==> config.mk <==
export PLATFORM = sky130hd
export DESIGN_NAME = ads41_idelay_autocal
export DESIGN_NICKNAME = d
export VERILOG_FILES = /design/src/rtl/ads41_cal_pkg.sv /design/src/rtl/ads41_eye_tracker.sv /design/src/rtl/ads41_idelay_autocal.sv
export SDC_FILE = /design/constraint.sdc
export NUM_CORES = 1
export LEC_CHECK = 0
export BUFFER_PORTS_ARGS = -buffer_cell sky130_fd_sc_hd__buf_2
export CORE_AREA = 4 4 204 206
export CTS_CLUSTER_DIAMETER = 100
export DETAILED_ROUTE_END_ITERATION = 16
export DIE_AREA = 0 0 208 210
export HOLD_SLACK_MARGIN = 0.15
export PLACE_DENSITY = 0.8
export SYNTH_ARGS = -nofsm -noshare
export SYNTH_HDL_FRONTEND = slang
export SYNTH_HIERARCHICAL = 1
export SYNTH_SLANG_ARGS = --single-unit
==> constraint.sdc <==
create_clock -name clk -period 7.7 [get_ports clk]
set_input_delay 0.77 -clock clk [delete_from_list [all_inputs] [get_ports clk]]
set_output_delay 0.77 -clock clk [all_outputs]
set_load 0.005 [all_outputs]
==> src/rtl/ads41_cal_pkg.sv <==
// Shared types and width helpers for the ADS41 IDELAY eye calibration block.
package ads41_cal_pkg;

    typedef enum logic [3:0] {
        StIdle,
        StLoad,
        StSettle,
        StCheck,
        StRecord,
        StStep,
        StReload,
        StMove,
        StFinish
    } cal_state_e;

    // Bits needed to index 0..n-1, never less than one.
    function automatic int unsigned calc_tw(input int unsigned n);
        return (n <= 1) ? 1 : $clog2(n);
    endfunction

    function automatic int unsigned max3(input int unsigned a, input int unsigned b,
                                         input int unsigned c);
        int unsigned m;
        m = (a > b) ? a : b;
        return (m > c) ? m : c;
    endfunction

endpackage

==> src/rtl/ads41_eye_tracker.sv <==
// Per-lane tracker of the current and longest passing tap run; reports the eye centre.
module ads41_eye_tracker
    import ads41_cal_pkg::*;
#(
    parameter int unsigned NTAPS   = 32,
    parameter int unsigned MIN_EYE = 4,
    localparam int unsigned TW     = calc_tw(NTAPS)
) (
    input  logic          clk,
    input  logic          rst,
    input  logic          clear,
    input  logic          record,
    input  logic          close,
    input  logic          pass,
    input  logic [TW-1:0] tap,
    output logic [TW-1:0] centre,
    output logic          fail
);

    localparam int unsigned LW = TW + 1;

    logic [LW-1:0] run_len_q, run_len_d, best_len_q, best_len_d;
    logic [TW-1:0] run_start_q, run_start_d, best_start_q, best_start_d;

    always_comb begin
        run_len_d    = run_len_q;
        run_start_d  = run_start_q;
        best_len_d   = best_len_q;
        best_start_d = best_start_q;
        if (clear) begin
            run_len_d    = '0;
            run_start_d  = '0;
            best_len_d   = '0;
            best_start_d = '0;
        end else if (record) begin
            if (pass) begin
                if (run_len_d == '0) run_start_d = tap;
                run_len_d = run_len_d + 1'b1;
            end else begin
                if (run_len_d > best_len_d) begin
                    best_len_d   = run_len_d;
                    best_start_d = run_start_d;
                end
                run_len_d = '0;
            end
            // Last tap: a run still open at the end of the sweep competes too.
            if (close) begin
                if (run_len_d > best_len_d) begin
                    best_len_d   = run_len_d;
                    best_start_d = run_start_d;
                end
                run_len_d = '0;
            end
        end
    end

    always_ff @(posedge clk) begin
        if (rst) begin
            run_len_q    <= '0;
            run_start_q  <= '0;
            best_len_q   <= '0;
            best_start_q <= '0;
        end else begin
            run_len_q    <= run_len_d;
            run_start_q  <= run_start_d;
            best_len_q   <= best_len_d;
            best_start_q <= best_start_d;
        end
    end

    assign centre = (best_len_q == '0) ? '0 : best_start_q + TW'(best_len_q >> 1);
    assign fail   = best_len_q < LW'(MIN_EYE);

endmodule

==> src/rtl/ads41_idelay_autocal.sv <==
// Sweeps all data-lane IDELAYs against a fixed ADC test pattern and parks each lane at the
// centre of its widest passing window.
module ads41_idelay_autocal
    import ads41_cal_pkg::*;
#(
    parameter int unsigned      NCH        = 2,
    parameter int unsigned      NBITS      = 12,
    parameter int unsigned      NTAPS      = 32,
    parameter int unsigned      SETTLE_CYC = 16,
    parameter int unsigned      CHECK_CYC  = 256,
    parameter int unsigned      MIN_EYE    = 4,
    parameter logic [NBITS-1:0] TEST_WORD  = 12'hA5C,
    localparam int unsigned     L          = NCH * NBITS / 2,
    localparam int unsigned     TW         = calc_tw(NTAPS)
) (
    input  logic                 clk,
    input  logic                 rst,
    input  logic                 start,
    input  logic [NCH*NBITS-1:0] d_in,
    input  logic                 d_valid,
    output logic                 idelay_ld,
    output logic [L-1:0]         idelay_ce,
    output logic [L-1:0]         idelay_inc,
    output logic                 busy,
    output logic                 done,
    output logic                 err,
    output logic [L-1:0]         lane_fail,
    output logic [L*TW-1:0]      tap_out
);

    localparam int unsigned CW = calc_tw(max3(SETTLE_CYC, CHECK_CYC, NTAPS) + 1);

    cal_state_e      state_q, state_d;
    logic [TW-1:0]   tap_q, tap_d;
    logic [CW-1:0]   cnt_q, cnt_d;
    logic [L-1:0]    bad_q, bad_d;
    logic            done_q, done_d;
    logic            err_q, err_d;
    logic [L-1:0]    lane_fail_q, lane_fail_d;
    logic [L*TW-1:0] tap_out_q, tap_out_d;

    logic            trk_clear, trk_record, trk_close;
    logic [L-1:0]    lane_bad, trk_fail, move_ce;
    logic [TW-1:0]   centre [L];

    for (genvar l = 0; l < L; l++) begin : g_lane
        localparam int unsigned LaneCh  = l / (NBITS / 2);
        localparam int unsigned LaneBit = 2 * (l % (NBITS / 2));

        assign lane_bad[l] = d_in[LaneCh*NBITS + LaneBit +: 2] != TEST_WORD[LaneBit +: 2];
        assign move_ce[l]  = 32'(cnt_q) < 32'(centre[l]);

        ads41_eye_tracker #(
            .NTAPS   (NTAPS),
            .MIN_EYE (MIN_EYE)
        ) u_tracker (
            .clk    (clk),
            .rst    (rst),
            .clear  (trk_clear),
            .record (trk_record),
            .close  (trk_close),
            .pass   (~bad_q[l]),
            .tap    (tap_q),
            .centre (centre[l]),
            .fail   (trk_fail[l])
        );
    end

    assign trk_close = tap_q == TW'(NTAPS - 1);

    always_comb begin
        state_d     = state_q;
        tap_d       = tap_q;
        cnt_d       = cnt_q;
        bad_d       = bad_q;
        done_d      = 1'b0;
        err_d       = err_q;
        lane_fail_d = lane_fail_q;
        tap_out_d   = tap_out_q;
        trk_clear   = 1'b0;
        trk_record  = 1'b0;
        unique case (state_q)
            StIdle: begin
                if (start) begin
                    trk_clear   = 1'b1;
                    err_d       = 1'b0;
                    lane_fail_d = '0;
                    state_d     = StLoad;
                end
            end
            StLoad: begin
                tap_d   = '0;
                cnt_d   = '0;
                state_d = StSettle;
            end
            StSettle: begin
                bad_d = '0;
                if (cnt_q == CW'(SETTLE_CYC - 1)) begin
                    cnt_d   = '0;
                    state_d = StCheck;
                end else begin
                    cnt_d = cnt_q + 1'b1;
                end
            end
            StCheck: begin
                if (d_valid) begin
                    bad_d = bad_q | lane_bad;
                    if (cnt_q == CW'(CHECK_CYC - 1)) begin
                        cnt_d   = '0;
                        state_d = StRecord;
                    end else begin
                        cnt_d = cnt_q + 1'b1;
                    end
                end
            end
            StRecord: begin
                trk_record = 1'b1;
                state_d    = trk_close ? StReload : StStep;
            end
            StStep: begin
                tap_d   = tap_q + 1'b1;
                cnt_d   = '0;
                state_d = StSettle;
            end
            StReload: begin
                cnt_d   = '0;
                state_d = StMove;
            end
            StMove: begin
                if (cnt_q == CW'(NTAPS - 2)) begin
                    state_d = StFinish;
                end else begin
                    cnt_d = cnt_q + 1'b1;
                end
            end
            StFinish: begin
                for (int l = 0; l < L; l++) tap_out_d[l*TW +: TW] = centre[l];
                lane_fail_d = trk_fail;
                err_d       = |trk_fail;
                done_d      = 1'b1;
                state_d     = StIdle;
            end
            default: state_d = StIdle;
        endcase
    end

    always_ff @(posedge clk) begin
        if (rst) begin
            state_q     <= StIdle;
            tap_q       <= '0;
            cnt_q       <= '0;
            bad_q       <= '0;
            done_q      <= 1'b0;
            err_q       <= 1'b0;
            lane_fail_q <= '0;
            tap_out_q   <= '0;
        end else begin
            state_q     <= state_d;
            tap_q       <= tap_d;
            cnt_q       <= cnt_d;
            bad_q       <= bad_d;
            done_q      <= done_d;
            err_q       <= err_d;
            lane_fail_q <= lane_fail_d;
            tap_out_q   <= tap_out_d;
        end
    end

    always_comb begin
        idelay_ce = '0;
        if (state_q == StStep)      idelay_ce = '1;
        else if (state_q == StMove) idelay_ce = move_ce;
    end

    assign idelay_inc = idelay_ce;
    assign idelay_ld  = (state_q == StLoad) || (state_q == StReload);
    assign busy       = state_q != StIdle;
    assign done       = done_q;
    assign err        = err_q;
    assign lane_fail  = lane_fail_q;
    assign tap_out    = tap_out_q;

endmodule
==> summary.txt <==
Yosys
  • Mux cell area share after synthesis: 7.99%
  • Syn_nets: 3140
  • Avg Cell Area, Syn: 8.64 um2
  • Seq/Total Area, Yosys: 30.1%
  • Post-Synth Adder-Cell Area: about 15%
  • Cells after Synth: around 2.8k
  • Post-synth top area share: 30.1%
  • Top cells by area, synth: dfxtp_1 (30%), ha_1 (14%), mux2i_1 (8.0%), nor2_1 (4.0%), inv_1 (3.4%)
  • Number of synthesized flops with an enable pin: 0
  • YS warnings: 6
  • Dominant cell type by area after synthesis: dfxtp_1
  • Post-Synthesis Cell Area: 24400 um2
  • Synth Flop Type: dfxtp_1
  • FF+latch count, synth: 368
  • Simple-gate share of the synthesized area: 17.6%
  • Post-synthesis xor/xnor area fraction: 3.01%
  • Post-synthesis compound-gate area fraction: 20.7%
  • Largest family of logic cells by synthesized area: compound AO/OA/AOI/OAI gates
  • FFs w/ async S/R, synth: 0%
  • Library cells used by synthesis: 61

STA
  • Final slew viol count: 0
  • Final Hold Fails: 0
  • Setup slack after layout: 3150 ps
  • Worst hold margin: between 400 and 500 ps
  • Skew final: between 20 and 30 ps
  • Fin Setup TNS: 0 ps
  • Slew HR: a little over a tenth
  • Min cycle time layout: 4550 ps
  • Final period util: between 50% and 60%
  • Slew of the pin with the lowest slew margin: 1330 ps
  • RSZ-0062 raised after global routing: false
  • Final setup viols: 0
  • Max Clk Rate: 220 MHz

Clock network
  • # hold bufs at CTS: 0
  • Clk_lat worst skew: 560 ps
  • TritonCTS Buffers: 42
  • Clock buffer depth: 3
  • H-tree depth: 2
  • CTS clock-pin slew for the worst setup and hold paths: 60 ps
  • Sinks on Clock Net: 368
  • Post-cts sizing count: 0
  • TritonCTS clock tree: yes
  • Post-CTS Setup Inserts: 0
  • CTS Root Cell: clkbuf_16

Layout
  • Layout cells sized above 1: 11.7%
  • Area of the multi-input gates: approximately 16000 um2
  • Antenna cell count: 0
  • Filler cells: 3184
  • Area delta synth->final: 9.42%
  • Seq. cell area: 7370 um2
  • Final net count: 3199
  • Most common cell after layout, fill and taps aside: dfxtp_1
  • Commonest cells after routing, fill and taps aside: dfxtp_1 (368), ha_1 (270), nor2_1 (260)

Routing
  • Final ANT Viol Nets: 0
  • Vias/cell: 6.45
  • Pre-antenna DRT Iters: 5
  • First-iteration detailed-routing DRC count: 2016
  • DR WL/cell: 20.1 um
  • DRC violations left: 0
  • Final WL: around 70000 um
  • Via count: roughly 22k

Power and ir drop
  • Leak Pwr: 10.9 nW
  • Power per cell area: 213 nW/um2
  • Net Sw Frac: 35.4%
  • Maximum vdd drop: 0.000155 V
  • Sequential share of power: 36.6%
  • Comb power frac: between 20% and 30%
  • Power Total: 5.69 mW
  • Switching pwr: 2.01 mW
  • Pint: approximately 3.7 mW
  • Clock share of power: 35.3%

Worst setup path
  • Setup slack, reg-to-reg: around 3600 ps
  • CP Launch Type: register
  • FF-to-FF End: g_lane[4].u_tracker/best_len_q[2]
  • R2r worst-path depth: 11
  • Peak fanout along the critical path: 5
  • FF-to-FF Start: g_lane[4].u_tracker/run_len_q[3]
  • Critical Path End Type: output pin
  • Worst EP arrival: about 3800 ps
  • Crit path kind: reg2out
  • CP required: 6930 ps

Placed design
  • I/O Buffers: 127
  • DP Worst Slack: 3720 ps
  • Placer Congestion: between 0.9 and 1
  • DP HPWL: around 48000 um

Worst hold path
  • Worst min path class: reg2reg
  • Hold depth: 2
  • Min-delay src: tap_out[57]
  • WHS Endpoint: tap_out[57]

Status
  • Outcome: finished, final reports clean

Global route
  • Initial antenna violation count: 0
  • Global-route wire length before repair: 112000 um
  • Grt ovf: 0
  • Largest net degree at the start of global routing: 124
  • Gr usage total: 30.3%
  • Vias in the first global route: 21.7k

Flow run
  • Max-Cap Viols: 0

Floorplan
  • Starting Density: about 62%
  • Core area: 39600 um2
  • Die Ht: 210 um
  • DIE AREA: 43700 um2
  • Die width: 208 um
  • I/O pin total: 128
  • Row count: 73
==> sequential cells by signal (all words and copies together), names as in the netlist <==
signal and cells:
cnt_q 9, done 1, lane_fail 12, g_lane.u_tracker/best_len_q 72, bad_q 12, g_lane.u_tracker/run_len_q 72
state_q 4, err 1, tap_q 5, g_lane.u_tracker/best_start_q 60, tap_out 60, g_lane.u_tracker/run_start_q 60
==> kinds of logic (layout without fill, tap and decap cells) <==
kind of cell	count (synthesis)	in the layout
AO/OA/AOI/OAI	663	663
multiplexers	195	195
XOR/XNOR	84	84
buffers and inverters	355	446
AND/OR/NAND/NOR	883	883
adder cells (fa/ha/maj)	282	282
flip-flops	368	368
==> metal layers <==
layer | track usage [%] | vias up | routed length [um]
li1 | - | 10400 | -
met4 | 13.6 | 0 | 3120
met5 | 0 | - | 0
met3 | 5.25 | 203 | 5510
met1 | 39.5 | 10700 | 28600
met2 | 49.8 | 904 | 32000
==> power by group through the flow <==
| stage | registers [mW] | logic (mW) | clock network, mW |
|---|---|---|---|
| after floorplan | 2.07 | 1.22 | 0 |
| final | 2.08 | 1.60 | 2.01 |
| after global placement | 2.11 | 1.51 | 0 |
| after global routing | 2.09 | 1.74 | 2.11 |
| after detailed placement | 2.12 | 1.56 | 0 |
| after CTS | 2.08 | 1.57 | 2.03 |
==> cells in the mapped netlist, drive strengths merged, types with 16 or more instances <==
cell type	count
dfxtp	368
ha	270
nor2	260
inv	221
nand2	217
mux2i	195
a21oi	130
a31oi	100
clkbuf	90
nand4	75
nand3	72
o21ai	65
a22oi	61
o221a	61
a21o	50
and2	49
o221ai	49
xnor2	48
buf	44
nor3	43
nor2b	39
o21a	37
xor2	36
nor4	28
or3	26
a21boi	24
nor3b	24
nand3b	16
==> through the flow <==
stage                     instance area (um2)  util [%]  std cells
after detailed placement                25400      64.0       3370
after floorplan                         24400         -       2830
after global routing                    26700      67.5       3446
after CTS                               26700      67.5       3446
after global placement                  25400      64.0       3370
final                                   26700      67.5       3446
==> worst max-delay path by stage <==
stage	slack, ps	endpoint	cells after the start	startpoint
2_1_floorplan	1760	g_lane[0].u_tracker/run_start_q[2]	7	state_q[0]
3_3_place_gp	3530	idelay_inc[3]	10	g_lane[3].u_tracker/best_len_q[2]
3_5_place_dp	3720	g_lane[4].u_tracker/best_len_q[2]	12	g_lane[4].u_tracker/best_len_q[2]
4_1_cts	3220	idelay_ce[5]	10	g_lane[5].u_tracker/best_len_q[2]
5_1_grt	2980	idelay_ce[5]	10	g_lane[5].u_tracker/best_len_q[3]
6_report	3150	idelay_ce[5]	10	g_lane[5].u_tracker/best_len_q[3]
==> worst max-delay path, cell delays in order (launching register included) <==
cell and delay [ps]:
dfxtp_1 360, nor4_1 1110, nor3b_1 530, nor2_1 130, inv_1 90, ha_1 210
a21boi_0 120, o21a_1 210, o21ai_0 150, a211o_1 180, buf_2 120
==> layout make-up <==
class | instances | share of cell area (%)
multi-input combinational | 2107 | 58.7
tap | 525 | 2.46
inverter | 221 | 3.10
clock buffer | 58 | 4.57
timing repair buffer | 149 | 3.05
sequential | 368 | 27.5
clock inverter | 18 | 0.580
No activity file was read; power rests on OpenSTA's default activity.
